--- src/rtl/shift_reg_feeder_pkg.sv ---
// ============================================================================
// Module  : shift_reg_feeder_pkg
// Purpose : Shared mode, direction and state encodings for the serial feeder.
// Revision: 1.0 - initial release
// ============================================================================
`default_nettype none

package shift_reg_feeder_pkg;

    // Mode codes understood by the downstream universal shift register
    localparam logic [1:0] SEL_CLR   = 2'b00;
    localparam logic [1:0] SEL_LEFT  = 2'b01;
    localparam logic [1:0] SEL_RIGHT = 2'b10;

    localparam logic DIR_LEFT  = 1'b0;
    localparam logic DIR_RIGHT = 1'b1;

    typedef enum logic [1:0] {
        IDLE  = 2'd0,
        SHIFT = 2'd1,
        DONE  = 2'd2
    } state_e;

    localparam logic [1:0] ST_IDLE  = IDLE;
    localparam logic [1:0] ST_SHIFT = SHIFT;
    localparam logic [1:0] ST_DONE  = DONE;

endpackage

`default_nettype wire

--- src/rtl/shift_word_buf.sv ---
// ============================================================================
// Module  : shift_word_buf
// Purpose : One-entry valid/ready holding buffer with synchronous flush.
// Revision: 1.0 - initial release
// ============================================================================
`default_nettype none

module shift_word_buf #(
    parameter int W = 5
) (
    input  logic         clk,
    input  logic         rst,
    input  logic         wr_valid_i,
    output logic         wr_ready_o,
    input  logic [W-1:0] wr_data_i,
    input  logic         rd_i,
    output logic         rd_valid_o,
    output logic [W-1:0] rd_data_o,
    input  logic         flush_i
);

    logic         full_q, full_d;
    logic [W-1:0] data_q, data_d;
    logic         w_accept;

    // Ready depends on occupancy only, never on the writer's valid
    assign wr_ready_o = ~full_q;
    assign w_accept   = wr_valid_i & ~full_q;
    assign rd_valid_o = full_q;
    assign rd_data_o  = data_q;

    always_comb begin
        full_d = full_q;
        data_d = data_q;
        if (flush_i) begin
            full_d = 1'b0;
        end else if (w_accept) begin
            full_d = 1'b1;
            data_d = wr_data_i;
        end else if (rd_i) begin
            full_d = 1'b0;
        end
    end

    always_ff @(posedge clk or posedge rst) begin
        if (rst) begin
            full_q <= 1'b0;
            data_q <= '0;
        end else begin
            full_q <= full_d;
            data_q <= data_d;
        end
    end

endmodule

`default_nettype wire

--- src/rtl/shift_reg_feeder.sv ---
// ============================================================================
// Module  : shift_reg_feeder
// Purpose : Serialises buffered parallel words onto a universal shift register.
// Revision: 1.0 - initial release
// ============================================================================
`default_nettype none

module shift_reg_feeder
    import shift_reg_feeder_pkg::*;
#(
    parameter int WIDTH = 4,
    parameter int CNT_W = 8
) (
    input  logic             clk,
    input  logic             rst,
    input  logic             in_valid_i,
    output logic             in_ready_o,
    input  logic [WIDTH-1:0] in_data_i,
    input  logic             in_dir_i,
    input  logic             abort_i,
    output logic             din_o,
    output logic [1:0]       sel_o,
    output logic             word_done_o,
    output logic             busy_o,
    output logic [CNT_W-1:0] words_sent_o
);

    localparam int IDX_W = (WIDTH > 1) ? $clog2(WIDTH) : 1;
    localparam logic [IDX_W-1:0] IDX_LAST = IDX_W'(WIDTH - 1);

    logic [1:0]       state_q, state_d;
    logic [WIDTH-1:0] word_q, word_d;
    logic             dir_q, dir_d;
    logic [IDX_W-1:0] idx_q, idx_d;
    logic [CNT_W-1:0] cnt_q, cnt_d;

    logic             buf_valid;
    logic             buf_rd;
    logic [WIDTH:0]   buf_data;
    logic [IDX_W-1:0] bit_sel;

    shift_word_buf #(
        .W(WIDTH + 1)
    ) u_buf (
        .clk        (clk),
        .rst        (rst),
        .wr_valid_i (in_valid_i),
        .wr_ready_o (in_ready_o),
        .wr_data_i  ({in_dir_i, in_data_i}),
        .rd_i       (buf_rd),
        .rd_valid_o (buf_valid),
        .rd_data_o  (buf_data),
        .flush_i    (abort_i)
    );

    // The buffer is drained only in the states that can start a new word
    assign buf_rd = ~abort_i & buf_valid & ((state_q == ST_IDLE) | (state_q == ST_DONE));

    always_comb begin
        state_d = state_q;
        word_d  = word_q;
        dir_d   = dir_q;
        idx_d   = idx_q;
        cnt_d   = cnt_q;
        if (abort_i) begin
            state_d = ST_IDLE;
            idx_d   = '0;
        end else begin
            case (state_q)
                ST_IDLE, ST_DONE: begin
                    if (state_q == ST_DONE) begin
                        cnt_d = cnt_q + 1'b1;
                    end
                    if (buf_valid) begin
                        word_d  = buf_data[WIDTH-1:0];
                        dir_d   = buf_data[WIDTH];
                        idx_d   = '0;
                        state_d = ST_SHIFT;
                    end else begin
                        state_d = ST_IDLE;
                    end
                end
                ST_SHIFT: begin
                    if (idx_q == IDX_LAST) begin
                        idx_d   = '0;
                        state_d = ST_DONE;
                    end else begin
                        idx_d = idx_q + 1'b1;
                    end
                end
                default: begin
                    state_d = ST_IDLE;
                    idx_d   = '0;
                end
            endcase
        end
    end

    always_ff @(posedge clk or posedge rst) begin
        if (rst) begin
            state_q <= ST_IDLE;
            word_q  <= '0;
            dir_q   <= DIR_LEFT;
            idx_q   <= '0;
            cnt_q   <= '0;
        end else begin
            state_q <= state_d;
            word_q  <= word_d;
            dir_q   <= dir_d;
            idx_q   <= idx_d;
            cnt_q   <= cnt_d;
        end
    end

    // Left mode sends MSB first, right mode LSB first
    assign bit_sel = (dir_q == DIR_RIGHT) ? idx_q : (IDX_LAST - idx_q);

    assign din_o        = (state_q == ST_SHIFT) & word_q[bit_sel];
    assign sel_o        = (state_q != ST_SHIFT) ? SEL_CLR :
                          (dir_q == DIR_LEFT)   ? SEL_LEFT : SEL_RIGHT;
    assign word_done_o  = (state_q == ST_DONE);
    assign busy_o       = (state_q == ST_SHIFT) | (state_q == ST_DONE);
    assign words_sent_o = cnt_q;

endmodule

`default_nettype wire

--- config.mk ---
export PLATFORM = sky130hd
export DESIGN_NAME = shift_reg_feeder
export DESIGN_NICKNAME = d
export VERILOG_FILES = /design/src/rtl/shift_reg_feeder_pkg.sv /design/src/rtl/shift_word_buf.sv /design/src/rtl/shift_reg_feeder.sv
export SDC_FILE = /design/constraint.sdc
export NUM_CORES = 1
export LEC_CHECK = 0
export BUFFER_PORTS_ARGS = -buffer_cell sky130_fd_sc_hd__buf_2
export CAP_MARGIN = 20
export CORE_ASPECT_RATIO = 0.7
export CORE_MARGIN = 2
export CORE_UTILIZATION = 50
export CTS_BUF_LIST = sky130_fd_sc_hd__clkbuf_4 sky130_fd_sc_hd__clkbuf_8 sky130_fd_sc_hd__clkbuf_16
export DETAILED_ROUTE_END_ITERATION = 8
export GPL_ROUTABILITY_DRIVEN = 0
export PLACE_DENSITY = 0.79
export SYNTH_ARGS = -nofsm -noshare
export SYNTH_HDL_FRONTEND = slang
export SYNTH_SLANG_ARGS = --single-unit
--- constraint.sdc ---
create_clock -name clk -period 4.05 [get_ports clk]
set_clock_uncertainty 0.05 [all_clocks]
set_input_delay 0.2025 -clock clk [delete_from_list [all_inputs] [get_ports clk]]
set_output_delay 0.2025 -clock clk [all_outputs]
set_load 0.02 [all_outputs]
# [Word-level counts from Yosys, hierarchy flattened]
# Cells that the tools add are included.
[classes] n_addsub=3 n_mul=0 n_div=0 magnitude_cmp=1 eq_ne=6 shifts=0 muxes=16 bitwise=8 reduce_logical=6
[ops] operator="$mux W2" count=8
[ops] operator="$add A8 B1 Y8 const B" count=1
[ops] operator="$pmux W2 S2" count=2
[ops] operator="$reduce_and A3 Y1" count=2
[ops] operator="$mux W1" count=5
[ops] operator="$and A1 B1 Y1" count=4
[ops] operator="$eq A2 B2 Y1 const B" count=2
[ops] operator="$lt A2 B3 Y1 const B" count=1
[ops] operator="$ne A3 B2 Y1 const B" count=1
[ops] operator="$ne A3 B3 Y1 const B" count=1
[ops] operator="$reduce_bool A3 Y1" count=1
[ops] operator="$add A2 B1 Y2 const B" count=1
[ops] operator="$bmux W1 S2" count=1
[ops] operator="$eq A2 B1 Y1 const B" count=1
[ops] operator="$logic_not A2 Y1" count=1
[ops] operator="$ne A2 B1 Y1 const B" count=1
[ops] operator="$not A1 Y1" count=2
[ops] operator="$or A1 B1 Y1" count=2
[ops] operator="$reduce_and A2 Y1" count=1
[ops] operator="$reduce_or A2 Y1" count=1
[ops] operator="$sub A2 B2 Y2 const A" count=1
[totals] register_bits=23 latchBits=0 mem_bits_rw=0 romBits=0 input_bits=9 output_inout_bits=14 word_cells=47 n_memories=0

# [Logic depth before layout (Yosys ltp)]
[logic_depth] ltp_word=6 mapped_depth=5 ltp_nobuf=5

# [By module]
# Synthesis repeated with hierarchy kept, for this count alone.
[unflattened] hier_cells=97 hier_area_um2=1156.1
[modules_own_cells] mod="shift_reg_feeder" instances=1 cells_each=81 area_per_inst_um2=912.1 seq_area_each_um2=425.4
[modules_own_cells] mod="shift_word_buf" instances=1 cells_each=16 area_per_inst_um2=244.0 seq_area_each_um2=150.1

# [Worst setup path before layout]
# Ideal clock, no wire load.
[synth_timing] path_type="flip-flop to flip-flop" from="register state_q[0]" to="register idx_q[1]" setup_time_ns=0.125 t_arrival_ns=1.490 required_ns=3.875 slack_ns=2.386 path_stages_with_launch=6 path_buffers=0 synth_period_minus_slack_ns=1.664 cell_sequence="dfrtp_1 -> inv_1 -> ha_1 -> nor2_1 -> or3_1 -> mux2_2"
[synth_between] elab_chain_cells=4 elab_cells_between_ends=7 classes_between="3 x eq/ne; 2 x mux; 2 x reduce/logical"
[synth_lines] item="from (decl)" line_no="shift_reg_feeder.sv:31" text="logic [1:0] state_q, state_d;"
[synth_lines] item="from (signal assigned)" line_no="shift_reg_feeder.sv:107" text="state_q <= state_d;"
[synth_lines] item="$eq A2 B2 Y1 *"
[synth_lines] item="via word_done_o" line_no="shift_reg_feeder.sv:23" text="output logic word_done_o,"
[synth_lines] item="$reduce_or A2 Y1 *" line_no="shift_reg_feeder.sv:69" text="case (state_q)"
[synth_lines] item="$pmux W2 S2" line_no="shift_reg_feeder.sv:69"
[synth_lines] item="$mux W2" line_no="shift_reg_feeder.sv:65" text="if (abort_i) begin"
[synth_lines] item="to (signal assigned)" line_no="shift_reg_feeder.sv:110" text="idx_q <= idx_d;"
[synth_lines] item="to (decl)" line_no="shift_reg_feeder.sv:34" text="logic [IDX_W-1:0] idx_q, idx_d;"
# The timed path passes the listed nets; every way through them passes the cells marked *.
# A chain may end at the register's enable or synchronous reset.

# [Worst setup path in the final report]
[layout_timing] from="register idx_q[1]" to="output port din_o"
[layout_between] elab_chain_cells=5
[layout_lines] item="$sub A2 B2 Y2" line_no="shift_reg_feeder.sv:116" text="assign bit_sel = (dir_q == DIR_RIGHT) ? idx_q : (IDX_LAST - idx_q);"
[layout_lines] item="$mux W2 *" line_no="shift_reg_feeder.sv:116"
[layout_lines] item="$bmux W1 S2 *" line_no="shift_reg_feeder.sv:118" text="assign din_o = (state_q == ST_SHIFT) & word_q[bit_sel];"
[layout_lines] item="$mux W1 (implied by the code) *" line_no="shift_reg_feeder.sv:118"
[layout_lines] item="$and A1 B1 Y1 *" line_no="shift_reg_feeder.sv:118"
[layout_lines] item="to (decl)" line_no="shift_reg_feeder.sv:21" text="output logic din_o,"
# Mark *: on every way between the ends. The rest lies on a longest branch, timed or not. The select of a mux whose other input is x is not followed.

==> flow_summary.yaml <==
layout:
  utilization_pct: 61.29
  syn_to_final_growth_pct: 14.53
  fin_nets: 138
  diodes: 0
  drive_gt1_share_pct: 33.88
run_status:
  run_status: "finished with violations"
  violations: "negative hold slack"
worst_setup_path:
  ff2ff_setup_slack_ps: 2340
  path_class: "reg -> out"
  cp-endpoint: "din_o"
  crit_required_ps: 3800
  r2r-end: "idx_q[1]$_DFFE_PP0P_"
  cp.depth: 4
  reg2reg_depth: 5
  cpMaxStageDelayCell: "dfrtp_1"
  cpPeakStageDelay_ps: 520
  crit_buf_inv: 1
  critical_path.top_delay_family: "flip-flops"
  cp_cell_sequence: "nor3b_1 > o21ai_0 > a41oi_1 > buf_2"
  critPathMaxFanout: 10
  reg2reg_from: "state_q[0]$_DFFE_PP0P_"
  end_kind: "primary output"
  crit_arrival_ps: 1560
  worstSetupStartpoint: "idx_q[1]$_DFFE_PP0P_"
  startpoint_type: "flip-flop"
routing:
  drtPass1Iterations: 4
  post_drt_via_cell_ratio: 5.098
  routedWlPerCell_microns: 13.53
  route.detailed.drc: 0
  routed_wl_microns: 2070
  dr.first_iter.drc_count: 38
  final_antenna_net_count: 0
  vias: 780
yosys:
  ys_ff_latch: 23
  async_flop_share_pct: 100.0
  ys_warn_count: 0
  synth_compound_gate_area_share_pct: 4.521
  synthCells: 97
  syn-cell-area_sq_um: 1162
  synthAdderAreaFrac_pct: 7.535
  synthSimpleGateAreaFrac_pct: 18.62
  synth_edf_count: 0
  synth_nets: 113
  syn_avg_cell_area_sq_um: 11.98
  ys_dominant_reg_cell: "dfrtp_1"
  synth_top_family_by_area: "simple AND/OR/NAND/NOR gates"
  yosysSeqAreaShare_pct: 49.52
  ys_types: 28
  synth-xor-area-share_pct: 5.274
  synthMuxAreaShare_pct: 11.63
grt:
  grt_first_pass_wirelength_microns: 3684
  track_usage_pct: 18.34
  antenna_found_initial: 0
  grt_pass1_vias: 798
  grt_max_degree: 24
  overflow: 0
power:
  swShare_pct: 26.02
  switching_power_uw: 120.1
  vdd_ir_drop_max_uv: 225.7
  power_uw: 461.5
  leakage_nw: 0.6504
  p_int_uw: 341.4
  p_per_area_nw_per_um2: 346.7
  p_clk_share_pct: 23.8
  seqPwrFrac_pct: 61.4
  combPwrFrac_pct: 14.7
clock_network:
  clkSinkCount: 23
  cts_buffer_depth: 2
  cts_buffers: 3
  clockRootBuffer: "clkbuf_4"
  htreeDepth: 1
  cts.clk_slew.worst_paths_ps: 130
  postCtsHoldBufs: 0
  cts_tree: "yes"
  clk_latency_ps: 300
  cts_resized: 0
  post_cts_buffers: 0
placed_design:
  io_buffers: 22
  hpwlAfterDp_microns: 1587
die:
  die_w_microns: 61.63
  die_y_microns: 44.34
  row_count: 14
  io_pins: 23
  initial_core_util_pct: 53.51
  dieArea_sq_um: 2733
  core-area_sq_um: 2172
timing:
  fin_setup_tns_ps: 0
  drv_slew: 0
  setup_viol: 0
  hold_viol: 12
  finalCritPeriodShare_pct: 44.64
  worst_slew_pin_slew_ps: 852.1
  fin_crit_ps: 1808
  relSlewSlack_pct: 43.13
  rsz0062_at_grt: "no"
  whs_ps: -3.449
  max_freq_mhz: 553.2
flow_run:
  drv_cap: 0
min_path:
  hold_class: "in -> async"
## kinds of logic after synthesis
group / count (synthesis)
flip-flops: 23
adder cells (fa/ha/maj): 7
buffers and inverters: 8
XOR/XNOR: 7
multiplexers: 12
AO/OA/AOI/OAI: 9
AND/OR/NAND/NOR: 31
## area by class of cell
| class | count | area (sq um) |
|---|---|---|
| fillers | 202 | 840.8 |
| repair buffers | 22 | 110.1 |
| clock buffers | 4 | 30.03 |
| well taps | 32 | 40.04 |
| flip-flops and latches | 23 | 575.6 |
| inverters | 6 | 22.52 |
| multi-input cells | 66 | 553.0 |
## flip-flops by register name (all words and copies together) (netlist names)
name              count
words_sent_o          8
u_buf.rd_data_o       5
word_q                4
idx_q                 2
state_q               2
dir_q                 1
u_buf.rd_valid_o      1
## cells in the final DEF, fill, tap and decap left out, drive strengths merged
cell type	n
and2	1
nor2	4
xor2	1
inv	6
nand2	3
nor3b	7
and3	2
ha	7
and4b	1
nand4	4
nor3	3
nor2b	1
o311ai	1
a41oi	1
dfrtp	23
and3b	3
or3	1
mux2	12
or4	1
xnor2	6
o21ai	6
a21oi	1
buf	22
clkbuf	4
## cell usage after synthesis, types with 2 or more instances
cell type  number  area, sq um
inv_1           5        18.77
mux2_2         12        135.1
nor3b_1         6        45.04
ha_1            7        87.58
and3_1          2        12.51
nand4_1         4        25.02
dfrtp_1        23        575.6
xnor2_1         6        52.55
o21ai_0         5        25.02
nor3_1          2        10.01
and3b_1         3        26.28
nand2_1         3        11.26
nor2_1          4        15.01
## worst min path at each step
stage	slack [ps]	startpoint	to
finish	-3	rst	u_buf.rd_data_o[1]$_DFFE_PP0P_
detailed placement	370	rst	words_sent_o[6]$_DFFE_PP0P_
global route	50	in_data_i[0]	u_buf.rd_data_o[0]$_DFFE_PP0P_
floorplan	150	rst	dir_q$_DFFE_PP0P_
CTS	30	rst	u_buf.rd_data_o[0]$_DFFE_PP0P_
global placement	360	rst	words_sent_o[7]$_DFFE_PP0P_
## routing by layer
metal	up-vias	wire length (microns)	global-route usage (%)
met5	-	0	0
met2	18	990	28.84
met4	0	21	4.681
met1	369	970	25.68
li1	389	-	-
met3	4	88	4.678
## stage by stage
| step | setup slack [ps] | instance area [sq um] | std cells |
|---|---|---|---|
| detailed placement | 2364 | 1301 | 149 |
| floorplan | 2386 | 1162 | 97 |
| global placement | 2482 | 1301 | 149 |
| global route | 2074 | 1331 | 153 |
| finish | 2242 | 1331 | 153 |
| CTS | 2228 | 1331 | 153 |
## power groups by stage
| stage | clock, mW | combinational [mW] | sequential, mW |
|---|---|---|---|
| 2_1_floorplan | 0 | 0.0616 | 0.274 |
| 3_3_place_gp | 0 | 0.0655 | 0.286 |
| 3_5_place_dp | 0 | 0.0697 | 0.288 |
| 4_1_cts | 0.113 | 0.0697 | 0.284 |
| 5_1_grt | 0.127 | 0.0756 | 0.289 |
| 6_report | 0.110 | 0.0680 | 0.284 |
Note: power is estimated with default switching activity, not from simulation.
